### config.mk
export PLATFORM = sky130hd
export DESIGN_NAME = s1494_state_reg
export DESIGN_NICKNAME = d
export VERILOG_FILES = /design/src/rtl/s1494_state_reg.sv
export SDC_FILE = /design/constraint.sdc
export NUM_CORES = 1
export LEC_CHECK = 0
export BUFFER_PORTS_ARGS = -buffer_cell sky130_fd_sc_hd__buf_2
export CAP_MARGIN = 10
export CORE_ASPECT_RATIO = 1.4
export CORE_MARGIN = 5
export CORE_UTILIZATION = 40
export DETAILED_ROUTE_END_ITERATION = 8
export PLACE_DENSITY = 0.66
export SKIP_LAST_GASP = 1
export SYNTH_ARGS = -nofsm -noshare
export SYNTH_HDL_FRONTEND = slang
export SYNTH_SLANG_ARGS = --single-unit
export TNS_END_PERCENT = 10
### constraint.sdc
create_clock -name CK -period 2.75 [get_ports CK]
set_input_delay 0.1375 -clock CK [delete_from_list [all_inputs] [get_ports CK]]
set_output_delay 0.1375 -clock CK [all_outputs]
set_load 0.01 [all_outputs]
### src/rtl/s1494_state_reg.sv
// s1494_state_reg
// ---------------
// Present-state register stage for the s1494 controller. The six next-state
// bits produced by the combinational cones are captured here and fed back
// to the cones as the present-state bits v7..v12. A serial scan path lets a
// bench unload and reload the state. A saturating counter records how many
// captures were accepted.
//
// Optional build macro: S1494_MISR_EN
//   defined   : a 6-bit MISR (x^6+x+1) compresses every captured ns_in into sig
//   undefined : sig is tied to zero and no MISR flops exist
//
// Ports
//   CK          in   clock, all state changes on the rising edge
//   CLR         in   synchronous active-low reset
//   ns_in       in   [5:0] next-state bits, bit0=v7 .. bit5=v12
//   ns_valid    in   ns_in valid this cycle
//   ns_ready    out  capture possible this cycle (low while scanning)
//   scan_en     in   shift mode request
//   scan_in     in   serial scan data, enters bit5
//   scan_out    out  serial scan data, always state_out[0]
//   scan_done   out  one-cycle pulse after a full group of SCAN_LEN shifts
//   state_out   out  [5:0] present state v7..v12
//   state_valid out  state_out holds a captured or fully scanned value
//   cap_cnt     out  [CNT_W-1:0] accepted captures, saturating
//   sig         out  [5:0] MISR signature (zero when MISR not built)

module s1494_state_reg #(
    parameter int CNT_W    = 8,
    parameter int SCAN_LEN = 6
) (
    input  logic             CK,
    input  logic             CLR,
    input  logic [5:0]       ns_in,
    input  logic             ns_valid,
    output logic             ns_ready,
    input  logic             scan_en,
    input  logic             scan_in,
    output logic             scan_out,
    output logic             scan_done,
    output logic [5:0]       state_out,
    output logic             state_valid,
    output logic [CNT_W-1:0] cap_cnt,
    output logic [5:0]       sig
);

    // Shift counter only has to reach SCAN_LEN-1 before wrapping to zero.
    localparam int SW = $clog2(SCAN_LEN + 1);
    localparam logic [SW-1:0] SC_LAST = SW'(SCAN_LEN - 1);

    typedef enum logic [1:0] {
        IDLE,
        VALID,
        SHIFT
    } fsm_t;

    fsm_t             fsm_q, fsm_d;
    logic [5:0]       state_q, state_d;
    logic             valid_q, valid_d;
    logic [CNT_W-1:0] cnt_q, cnt_d;
    logic             done_q, done_d;
    logic [SW-1:0]    sc_q, sc_d;
    logic             capture;

    // Scanning blocks capture outright, so a simultaneous ns_valid is simply
    // refused rather than arbitrated.
    assign ns_ready = ~scan_en;
    assign capture  = ns_valid & ns_ready;

    // Serial output taken straight from the register so it is stable for
    // the whole cycle before the shifting edge.
    assign scan_out    = state_q[0];
    assign state_out   = state_q;
    assign state_valid = valid_q;
    assign cap_cnt     = cnt_q;
    assign scan_done   = done_q;

    // Next-state logic. Shift mode has top priority below reset. When shift
    // mode ends, the count is zero only if the last shift completed a full
    // group (SCAN_LEN >= 2 means entering SHIFT always leaves a nonzero
    // count until a group closes), so that alone decides whether the
    // scanned-in value is trustworthy. A capture arriving on the same edge
    // that scan_en drops takes precedence and makes the state valid anyway.
    always_comb begin
        fsm_d   = fsm_q;
        state_d = state_q;
        valid_d = valid_q;
        cnt_d   = cnt_q;
        done_d  = 1'b0;
        sc_d    = sc_q;

        if (scan_en) begin
            fsm_d   = SHIFT;
            valid_d = 1'b0;
            state_d = {scan_in, state_q[5:1]};
            if (sc_q == SC_LAST) begin
                sc_d   = '0;
                done_d = 1'b1;
            end else begin
                sc_d = sc_q + 1'b1;
            end
        end else begin
            sc_d = '0;
            if (capture) begin
                fsm_d   = VALID;
                state_d = ns_in;
                valid_d = 1'b1;
                if (cnt_q != {CNT_W{1'b1}}) begin
                    cnt_d = cnt_q + 1'b1;
                end
            end else if (fsm_q == SHIFT) begin
                if (sc_q == '0) begin
                    fsm_d   = VALID;
                    valid_d = 1'b1;
                end else begin
                    fsm_d   = IDLE;
                    valid_d = 1'b0;
                end
            end
        end
    end

    // State register; reset wins over everything, including a scan in
    // progress.
    always_ff @(posedge CK) begin
        if (!CLR) begin
            fsm_q   <= IDLE;
            state_q <= '0;
            valid_q <= 1'b0;
            cnt_q   <= '0;
            done_q  <= 1'b0;
            sc_q    <= '0;
        end else begin
            fsm_q   <= fsm_d;
            state_q <= state_d;
            valid_q <= valid_d;
            cnt_q   <= cnt_d;
            done_q  <= done_d;
            sc_q    <= sc_d;
        end
    end

`ifdef S1494_MISR_EN
    logic [5:0] sig_q, sig_d;
    logic       fb;

    // MISR for x^6+x+1: the top bit feeds back into bits 0 and 1. It only
    // advances on an accepted capture, never on shifts.
    always_comb begin
        fb    = sig_q[5];
        sig_d = sig_q;
        if (capture) begin
            sig_d[0] = fb ^ ns_in[0];
            sig_d[1] = sig_q[0] ^ fb ^ ns_in[1];
            for (int i = 2; i < 6; i++) begin
                sig_d[i] = sig_q[i-1] ^ ns_in[i];
            end
        end
    end

    // Signature register, cleared with the rest of the stage.
    always_ff @(posedge CK) begin
        if (!CLR) begin
            sig_q <= '0;
        end else begin
            sig_q <= sig_d;
        end
    end

    assign sig = sig_q;
`else
    assign sig = 6'b000000;
`endif

endmodule
==> run summary <==
In the post-synthesis netlist, the cell with the most instances is dfxtp_1. The number of hold buffers added after CTS was 0. The number of buffer and inverter stages on the critical path is 0. The signed area change from the synthesized netlist to the final layout is 14.8%. At the end of routability-driven placement, the weighted congestion stood at 0.774.

35 I/O pins were placed. TritonCTS built the clock tree. The initial core utilization was 0.413; the count of distinct cell types in the synthesized netlist was 31.

The clock reaches the later pin of the worst-skew pair after 0.29 ns. The signal on the critical path passes through ha_1 > nand2_1 > nor3_2 > a21oi_1 > a311oi_1. The run gives 0 ns as the aggregate negative setup slack. Cell type of the slowest stage on the worst timing path: dfxtp_1. The share of async-settable or async-resettable flops after synthesis is 0, and the number of port buffers is 28. The all-layer global routing usage was 0.118; the share of layout cells above drive strength 1 was 0.263.

The top metal layer carrying routed signals is met4. Internal power comes to 376 uW. The share of total power consumed by net switching works out to 0.252. The level count of the clock H-tree was 1. The logs give 20 for the largest net degree at the start of global routing and 845 um for the detailed-route wire length on metal 1. The tools report the worst voltage drop across the vdd grid as 234 uV. STA classifies the critical path endpoint as a flip-flop. The sum of net half-perimeters after detailed placement was 1470 um; the residual DRC count was 0. The run finished with clean final reports. The count of clock tree sinks is 20. The power density normalized to cell area is 443 nW/um2, and the global-route wire length before repair is 3260 um. In this design, the stage delay of the slowest critical-path cell is 0.40 ns.

The tools report the launch instance of the worst min-delay path as scan_in. For the post-CTS setup buffer count, the log shows 0. For the wire length on met3, the log shows 133 um. The number of buffers created by CTS was 3. The post-route clock period utilization is 0.536. In this run the register-to-register setup slack is 1.28 ns. After the first detailed-routing iteration, the DRC count stood at 27. The region available for standard cell placement spans 2390 um2. The cell at the root of the clock tree is clkbuf_4. The sequential fraction of the synthesis area came out at 0.406. Counting instances, the worst hold path has a depth of 3. The synthesized netlist occupies a cell area of 987 um2. After synthesis the netlist holds a flip-flop and latch count of 20. By count the netlist is led by dfxtp_1 (20), nor2_1 (15), a21oi_1 (11). The routed layout has 823 vias. Synthesis handed over a netlist of 112 instances. The antenna diode count was 0.

The source of the worst register-to-register timing path is cap_cnt[0]$_SDFFE_PN0P_. In the final routed layout, each cell accounts on average for 11.0 um. In this run the vertical extent of the chip is 68.8 um. In the final design database the tool counted 154 nets. The analysis attributes to cell leakage a power of 0.000520 uW. For the placed instance area, the log shows 1110 um2. The fraction of power consumed by combinational cells was 0.125. The share of Yosys cell area claimed by the top area cell type came out at 0.406.

The routed design could run at a clock period as short as 1.47 ns. The switching power is 126 uW. The logs give 0 for the number of slew-limit violations in the final report and 0 for the count of instances resized after the clock tree is built. The tools report the power share of the clock group as 0.263. Data arrives at the worst endpoint at 1.67 ns.

In this design, the largest share of critical-path delay is due to simple AND/OR/NAND/NOR gates. Launching element type of the critical path: a flip-flop. The number of enable-type register cells in the synthesized netlist came out at 0. After routing the design area is 1130 um2. The routed design uses 884 um of met2 wire. In the synthesized netlist the dominant register cell turns out to be dfxtp_1. For this block, the routed nets add up to 1880 um of wire. Clock-pin slew was measured on the worst setup and hold paths at 0.10 ns. In this run the remaining antenna-violating nets after routing total 0. The worst path required time is 2.95 ns, and the warning count from the yosys run is 0. The worst hold path terminates at state_out[5]$_SDFFE_PN0P_. The fraction of power consumed by sequential logic was 0.612; the initial antenna violation count was 0. The highest clock rate is 679 MHz. Ranked by total cell area, the synthesized netlist is headed by dfxtp_1 (41%), mux2i_1 (7.1%), nor2_1 (5.7%).

Setup violations remaining at the end of the flow were counted as 0. The destination of the worst register-to-register timing path is cap_cnt[6]$_SDFFE_PN0P_. The min-delay analysis places its worst path in the category primary input to flip-flop.

In this run the worst path has a maximum fanout of 5. The run gives 0.00254 ns as the clock tree skew after final layout. Measured along the x axis, the die boundary spans 52.0 um. Each instance of the synthesized netlist takes up on average 8.81 um2. The die covers 3580 um2. The length in cells of the worst reg-to-reg path works out to 5. The tools report the total power as 502 uW. Mean number of vias per cell: 4.81. Global routing finished with a remaining overflow of 0. The initialized floorplan defines 21 standard-cell rows.

Setup repair after global routing left no endpoint under its margin. The number of detailed-routing iterations run before antenna repair was 4. The cell type with the largest total area after synthesis is dfxtp_1. The logs give 2 for the worst-case clock buffer depth and 0 for the total of max-cap violations. For the total count of hold-check failures in the final report, the log shows 0. The tools report the number of global-route vias before repair as 788. Critical setup path kind: flip-flop to flip-flop.
==> layer usage <==
| metal | track usage | up-vias |
|---|---|---|
| li1 | - | 424 |
| met5 | 0 | - |
| met3 | 0.0215 | 2 |
| met1 | 0.139 | 373 |
| met2 | 0.208 | 24 |
| met4 | 0.0492 | 0 |
==> power groups by stage <==
stage / Clock, uW / Sequential [uW] / Combinational (uW)
final: 132 / 307 / 62.7
after global routing: 154 / 309 / 71.2
after CTS: 140 / 307 / 63.8
after detailed placement: 0 / 314 / 63.6
after global placement: 0 / 313 / 62.3
after floorplan: 0 / 316 / 47.0
==> registers in the layout (all words and copies together) (netlist names) <==
signal and cells:
state_out 6, cap_cnt 8, fsm_q 2, scan_done 1
sc_q 3
==> final cells by class <==
type                    instances  area, um2
clock buffers                   3       22.5
fillers                       243       1260
inverters                       6       25.0
multi-input cells              80        503
flip-flops and latches         20        400
well taps                      34       42.5
repair buffers                 28        140
==> through the flow <==
stage	setup slack, ns	cells	util	hold WS (ns)
2_1_floorplan	1.39	117	-	0.276
3_3_place_gp	1.40	168	0.465	0.373
3_5_place_dp	1.32	168	0.465	0.382
4_1_cts	1.29	171	0.474	0.0769
5_1_grt	1.08	171	0.474	0.125
6_report	1.28	171	0.474	0.0825
==> tightest hold or removal path: cells and delay by family <==
kind | cells | cell delay [ns]
buffers and inverters | 1 | 0.07
AND/OR/NAND/NOR | 1 | 0.07
AO/OA/AOI/OAI | 1 | 0.05
==> how the worst max path moves through the flow <==
stage / start / end / slack, ns / cells after the start
floorplan: cap_cnt[0]$_SDFFE_PN0P_ / cap_cnt[0]$_SDFFE_PN0P_ / 1.39 / 5
global placement: cap_cnt[0]$_SDFFE_PN0P_ / cap_cnt[0]$_SDFFE_PN0P_ / 1.40 / 5
detailed placement: cap_cnt[0]$_SDFFE_PN0P_ / cap_cnt[6]$_SDFFE_PN0P_ / 1.32 / 5
CTS: cap_cnt[0]$_SDFFE_PN0P_ / cap_cnt[6]$_SDFFE_PN0P_ / 1.29 / 5
global route: cap_cnt[1]$_SDFFE_PN0P_ / cap_cnt[6]$_SDFFE_PN0P_ / 1.08 / 5
finish: cap_cnt[0]$_SDFFE_PN0P_ / cap_cnt[6]$_SDFFE_PN0P_ / 1.28 / 5
==> cell usage in the layout (no fill, tap or decap), drive strengths merged, types with 4 or more instances in the layout <==
master and count:
nor2 15, conb 6, dfxtp 20, nand3 4
inv 6, a21oi 11, ha 4, mux2i 7
nor3 5, buf 28, nand2 6
==> logic make-up (layout without fill, tap and decap cells) <==
logic type / count (synthesis) / after routing / share of synthesized area
simple gates: 42 / 42 / 0.231
buf+inv: 17 / 37 / 0.104
mux: 7 / 7 / 0.0710
xor+xnor: 1 / 1 / 0.00887
other cells: 1 / 6 / 0.00380
compound gates: 20 / 20 / 0.125
fa+ha+maj: 4 / 4 / 0.0507
flops: 20 / 20 / 0.406
Note: power is estimated with default switching activity, not from simulation.
